File: src/rtl/lsu_mem_master.sv
// Load/store initiator for a word-wide data memory; sub-word stores use RMW.
// Optional misalignment/reserved-size trapping: define LSU_MISALIGN_TRAP_EN.
module lsu_mem_master (
  input  logic        clk,
  input  logic        rst_n,
  input  logic        req_valid,
  output logic        req_ready,
  input  logic        req_we,
  input  logic [1:0]  req_size,
  input  logic        req_unsigned,
  input  logic [31:0] req_addr,
  input  logic [31:0] req_wdata,
  output logic        resp_valid,
  output logic [31:0] resp_rdata,
  output logic        resp_err,
  output logic        mem_read,
  output logic        mem_write,
  output logic [31:0] mem_addr,
  output logic [31:0] mem_wdata,
  input  logic [31:0] mem_rdata
);

  typedef enum logic [1:0] {
    IDLE,
    RD,
    WR,
    RESP
  } state_e;

  localparam logic [1:0] SZ_B = 2'b00;
  localparam logic [1:0] SZ_H = 2'b01;

  state_e      state_q;
  logic        ready_q;
  logic        rvalid_q;
  logic [31:0] rdata_q;
  logic        rerr_q;
  logic        mrd_q;
  logic        mwr_q;
  logic [31:0] maddr_q;
  logic [31:0] mwdata_q;
  logic [1:0]  addr_q;
  logic [1:0]  size_q;
  logic        we_q;
  logic        uns_q;
  logic [15:0] wdata_q;

  logic acc_err;
  logic acc_sub;
  logic acc_rd;
  logic acc_wr;

`ifdef LSU_MISALIGN_TRAP_EN
  assign acc_err = (req_size == 2'b11)
                || (req_size == SZ_H && req_addr[0])
                || (req_size == 2'b10 && req_addr[1:0] != 2'b00);
`else
  assign acc_err = 1'b0;
`endif

  assign acc_sub = (req_size == SZ_B) || (req_size == SZ_H);
  assign acc_rd  = !acc_err && (!req_we || acc_sub);
  assign acc_wr  = !acc_err && req_we && !acc_sub;

  function automatic logic [31:0] load_ext(
    input logic [31:0] w,
    input logic [1:0]  a,
    input logic [1:0]  sz,
    input logic        u
  );
    logic [31:0] sh;
    logic [15:0] h;
    sh = w >> {a, 3'b000};
    h  = a[1] ? w[31:16] : w[15:0];
    unique case (sz)
      SZ_B:    load_ext = {{24{~u & sh[7]}}, sh[7:0]};
      SZ_H:    load_ext = {{16{~u & h[15]}}, h};
      default: load_ext = w;
    endcase
  endfunction

  function automatic logic [31:0] merge(
    input logic [31:0] w,
    input logic [15:0] d,
    input logic [1:0]  a,
    input logic [1:0]  sz
  );
    logic [31:0] msk;
    logic [31:0] dat;
    msk = 32'h0000_00FF << {a, 3'b000};
    dat = {24'h0, d[7:0]} << {a, 3'b000};
    unique case (sz)
      SZ_B:    merge = (w & ~msk) | dat;
      SZ_H:    merge = a[1] ? {d, w[15:0]}
                            : {w[31:16], d};
      default: merge = w;
    endcase
  endfunction

  always_ff @(posedge clk or negedge rst_n) begin
    if (!rst_n) begin
      state_q  <= IDLE;
      ready_q  <= 1'b1;
      rvalid_q <= 1'b0;
      rdata_q  <= '0;
      rerr_q   <= 1'b0;
      mrd_q    <= 1'b0;
      mwr_q    <= 1'b0;
      maddr_q  <= '0;
      mwdata_q <= '0;
      addr_q   <= '0;
      size_q   <= '0;
      we_q     <= 1'b0;
      uns_q    <= 1'b0;
      wdata_q  <= '0;
    end else begin
      unique case (state_q)
        IDLE: begin
          if (req_valid) begin
            ready_q <= 1'b0;
            addr_q  <= req_addr[1:0];
            size_q  <= req_size;
            we_q    <= req_we;
            uns_q   <= req_unsigned;
            wdata_q <= req_wdata[15:0];
            unique case (1'b1)
              acc_err: begin
                state_q  <= RESP;
                rvalid_q <= 1'b1;
                rerr_q   <= 1'b1;
                rdata_q  <= '0;
              end
              acc_rd: begin
                state_q <= RD;
                mrd_q   <= 1'b1;
                maddr_q <= {req_addr[31:2], 2'b00};
              end
              acc_wr: begin
                state_q  <= WR;
                mwr_q    <= 1'b1;
                maddr_q  <= {req_addr[31:2], 2'b00};
                mwdata_q <= req_wdata;
              end
              default: state_q <= IDLE;
            endcase
          end
        end
        RD: begin
          mrd_q <= 1'b0;
          if (we_q) begin
            state_q  <= WR;
            mwr_q    <= 1'b1;
            mwdata_q <= merge(mem_rdata, wdata_q,
                              addr_q, size_q);
          end else begin
            state_q  <= RESP;
            maddr_q  <= '0;
            rvalid_q <= 1'b1;
            rdata_q  <= load_ext(mem_rdata, addr_q,
                                 size_q, uns_q);
          end
        end
        WR: begin
          state_q  <= RESP;
          mwr_q    <= 1'b0;
          maddr_q  <= '0;
          mwdata_q <= '0;
          rvalid_q <= 1'b1;
          rdata_q  <= '0;
        end
        RESP: begin
          state_q  <= IDLE;
          ready_q  <= 1'b1;
          rvalid_q <= 1'b0;
          rerr_q   <= 1'b0;
          rdata_q  <= '0;
        end
        default: state_q <= IDLE;
      endcase
    end
  end

  assign req_ready  = ready_q;
  assign resp_valid = rvalid_q;
  assign resp_rdata = rdata_q;
  assign resp_err   = rerr_q;
  assign mem_read   = mrd_q;
  assign mem_write  = mwr_q;
  assign mem_addr   = maddr_q;
  assign mem_wdata  = mwdata_q;

endmodule
File: config.mk
export PLATFORM = sky130hd
export DESIGN_NAME = lsu_mem_master
export DESIGN_NICKNAME = d
export VERILOG_FILES = /design/src/rtl/lsu_mem_master.sv
export SDC_FILE = /design/constraint.sdc
export NUM_CORES = 1
export LEC_CHECK = 0
export CORE_MARGIN = 2
export CORE_UTILIZATION = 40
export CTS_CLUSTER_DIAMETER = 100
export CTS_CLUSTER_SIZE = 8
export DETAILED_ROUTE_END_ITERATION = 7
export PLACE_DENSITY = 0.72
export SYNTH_ARGS = -nofsm -noshare
export SYNTH_HDL_FRONTEND = slang
export SYNTH_SLANG_ARGS = --single-unit
File: constraint.sdc
create_clock -name clk -period 4.8 [get_ports clk]
set_input_delay 0.48 -clock clk [delete_from_list [all_inputs] [get_ports clk]]
set_output_delay 0.48 -clock clk [all_outputs]
set_load 0.03 [all_outputs]
==> summary.md <==
| Metric | Value |
|---|---|
| Number of levels in the clock H-tree | 4 |
| Die Y | 127.8 um |
| Setup slack after layout | 1.965 ns |
| Largest buffer count on any clock path | 2 |
| Cell type with the largest total area after synthesis | sky130_fd_sc_hd__dfrtp_1 |
| Area of the mapped netlist | 0.006133 mm^2 |
| Proportion of synthesized area in mux cells | 0.07222 |
| Area delta synth->final | 43.31% |
| Number of warning messages in the yosys log | 0 |
| Largest incremental delay on the critical path | 1.07 ns |
| Wire length of the first global-routing pass | 30170 um |
| Crit path arrival time | 3.09 ns |
| Tightest Hold Check Type | flip-flop to flip-flop |
| Leakage power summed over all cells | 3.752 nW |
| Adder-cell share of the synthesized area | 0.01224 |
| Leading cell types by total area after synthesis | sky130_fd_sc_hd__dfrtp_1 (49%), sky130_fd_sc_hd__nand2_1 (7.8%), sky130_fd_sc_hd__o21ai_0 (6.9%) |
| Max Clk Rate | 352.7 MHz |
| Floorplan core area | 0.01509 mm^2 |
| Status | finished clean |
| Final weighted congestion in routability-driven placement | 0.8819 |
| Critical path cell sequence | buf_4, mux2_2, o2111ai_2, nand2_1 |
| Kind of end point of the critical path | flip-flop |
| Average wire per standard cell | 18.53 um |
| Worst Setup Start Kind | flip-flop |
| Slew of the pin with the lowest slew margin | 1.096 ns |
| Clk Tree Root Cell | sky130_fd_sc_hd__clkbuf_16 |
| Number of buffers inserted during clock tree synthesis | 17 |
| Syn_area_per_cell | 9.293 um^2 |
| Clock tree from TritonCTS | built |
| Critical Path RT | 5.05 ns |
| Clock-pin transition on the worst setup and hold timing paths | 0.05 ns |
| Area of all sequential standard cells | 0.003054 mm^2 |
| Unrepaired setup endpoints after global routing | false |
| Overall fraction of global-route tracks in use | 0.2405 |
| WL final | 19200 um |
| Remaining DRCs | 0 |
| Fraction of final layout cells with drive strength greater than 1 | 0.09552 |
| Initial core utilization | 0.4065 |
| Area share of and/or/nand/nor cells after synthesis | 0.1391 |
| Clock latency at the later pin of the worst-skew pair | 0.42 ns |
| Source of the worst hold timing path | resp_rdata[6] |
| Commonest register cell after synthesis | sky130_fd_sc_hd__dfrtp_1 |
| Net count, final | 944 |
| Kind of cell adding the most delay to the critical path | flip-flops |
| Largest fanout on the critical path | 30 |
| Total power per unit cell area | 792.7 mW/mm^2 |
| Worst-case clock skew | 0.004933 ns |
| Worst voltage drop across the vdd grid | 0.4003 mV |
| Gate count of the mapped netlist | 660 |
| Share of the synthesized area in the top cell type | 0.4937 |
| Post-route worst hold slack | 0.4644 ns |
| Area enclosed by the die boundary | 0.01634 mm^2 |
| Total half-perimeter wirelength after legalization and detailed placement | 13960 um |
| Overflow after GRT | 0 |
| Vias after detailed routing | 5722 |
| Final setup vio count | 0 |
| Post-synthesis share of cell area spent on xor and xnor gates | 0 |
| Setup TNS after final layout | 0 ns |
| Diode insertion count for antenna repair | 0 |
| Multi-input combinational cell area | 0.002776 mm^2 |
| Main combinational cell family by area after synthesis | compound AO/OA/AOI/OAI gates |
| Final count of pins violating max slew | 0 |
| Residual antenna-violating net count after detailed routing | 0 |
| # fillers | 1320 |
| DR iter-0 viols | 575 |
| Path type of the worst setup path | flip-flop to flip-flop |
| Number of storage elements in the synthesis netlist | 122 |
| Complex-gate fraction of the synthesized area | 0.2268 |
| Width of the die | 127.8 um |
| Commonest cells after routing, fill and taps aside | sky130_fd_sc_hd__clkdlybuf4s50_1 (199), sky130_fd_sc_hd__nand2_1 (128), sky130_fd_sc_hd__dfrtp_1 (121), sky130_fd_sc_hd__o21ai_0 (84), sky130_fd_sc_hd__a21oi_1 (67) |
| Largest net degree at the start of global routing | 64 |
| CP max-delay cell | sky130_fd_sc_hd__dfrtp_1 |
| Startpoint of the worst register-to-register path | addr_q[1] |
| Count of input and output buffers | 200 |
| Asr flop ratio synth | 1.000 |
| Via count of the first global-routing pass | 5499 |
| Fraction of the yosys area taken by sequential cells | 0.4980 |
| Final hold violation count | 0 |
| Ratio of final minimum period to clock period | 0.5907 |
| Worst slew slack as a fraction of its limit | 0.2695 |
| Beginning of the critical path | addr_q[1] |
| Commonest non-fill, non-tap cell in the layout | sky130_fd_sc_hd__clkdlybuf4s50_1 |
| Count of flip-flops with a built-in enable after synthesis | 0 |
| Rows | 45 |
| Boundary Pins | 204 |
| Length of the first detailed-routing pass in iterations | 6 |
| Clock tree sinks | 122 |
| Max cap viols | 0 |
| Unique cell type count in the Yosys netlist | 48 |
| Post-placement setup slack | 2.033 ns |
| Combined buffer and inverter count along the critical path | 1 |
| Post-layout minimum cycle time | 2.835 ns |
| Vias per cell | 5.523 |
| Number of antenna violations at the first check in global routing | 0 |
-- worst register-to-register path, cell delays in order (launching register included) --
cell and delay [ns]:
sky130_fd_sc_hd__dfrtp_1 1.07, sky130_fd_sc_hd__buf_4 0.37, sky130_fd_sc_hd__mux2_2 0.39, sky130_fd_sc_hd__o2111ai_2 0.70
sky130_fd_sc_hd__nand2_1 0.15
-- synthesized netlist by cell type, drive strengths merged, types with 7 or more instances --
| cell type | n |
|---|---|
| o21ai | 87 |
| a22o | 8 |
| inv | 13 |
| o22ai | 14 |
| dfrtp | 121 |
| nand2 | 128 |
| buf | 29 |
| nor2 | 15 |
| nand3 | 19 |
| and3 | 8 |
| clkbuf | 25 |
| a222oi | 8 |
| a221oi | 7 |
| a22oi | 23 |
| a21oi | 67 |
| mux2 | 32 |
-- flip-flops by register name, indices dropped and copies added, names as in the netlist --
signal and cells:
resp_valid 1, mem_read 1, mem_addr 30, req_ready 1, mem_write 1, mem_wdata 32
size_q 2, addr_q 2, uns_q 1, we_q 1, wdata_q 16, state_q 2
resp_rdata 32
-- final timing paths --
kind | slack (ns) | end | cells past startpoint
worst max register to register | 1.96 | resp_rdata[30] | 4
worst min-delay path | 0.46 | resp_rdata[6] | 2
worst min register to register | 0.46 | resp_rdata[6] | 2
min in group asynchronous | 0.50 | mem_wdata[19] | 2
worst max-delay path | 1.96 | resp_rdata[30] | 4
max in group asynchronous | 3.24 | mem_addr[5] | 3
-- per-stage QoR --
stage                 util  std cells  area [um^2]  total power [mW]
floorplan                -        662         6141             4.403
global placement    0.5415       1003         8170             5.596
detailed placement  0.5415       1003         8170             5.642
CTS                 0.5825       1036         8790             6.990
global route        0.5825       1036         8790             7.450
finish              0.5825       1036         8790             6.968
-- routing by layer --
layer | routed length, um | vias up | track usage | share of wire
met5 | 0 | - | 0 | 0
met4 | 456 | 0 | 0.09438 | 0.024
met3 | 1863 | 35 | 0.07554 | 0.097
met2 | 8633 | 284 | 0.3621 | 0.45
met1 | 8246 | 2687 | 0.3252 | 0.43
li1 | - | 2716 | - | -
-- power breakdown --
| group | switching, mW | total, mW | internal, mW |
|---|---|---|---|
| clock network | 0.462 | 1.32 | 0.863 |
| registers | 0.386 | 1.89 | 1.50 |
| logic | 2.30 | 3.76 | 1.46 |
| total | 3.15 | 6.97 | 3.82 |
-- timing repair --
action | 4_1_cts | 5_1_grt
hold endpoints to repair | 20 | 0
buffers inserted | 0 | 0
gates resized for setup | 0 | 0
hold buffers | 1 | 0
-- area by class of cell --
class,instances,area share
inverter,14,0.005979
tap,188,0.02676
clock inverter,13,0.02007
timing repair buffer,208,0.2346
sequential,122,0.3475
multi-input combinational,472,0.3159
clock buffer,19,0.04925
-- cells by family (layout without fill, tap and decap cells) --
group                      after synthesis  after routing
buffers and inverters                   68            254
DFF                                    122            122
AOI/OAI and AO/OA                      231            231
adders and majority gates                6              6
muxes                                   39             39
and+or+nand+nor                        193            193
other                                    1              3
No activity file was read; power rests on OpenSTA's default activity.
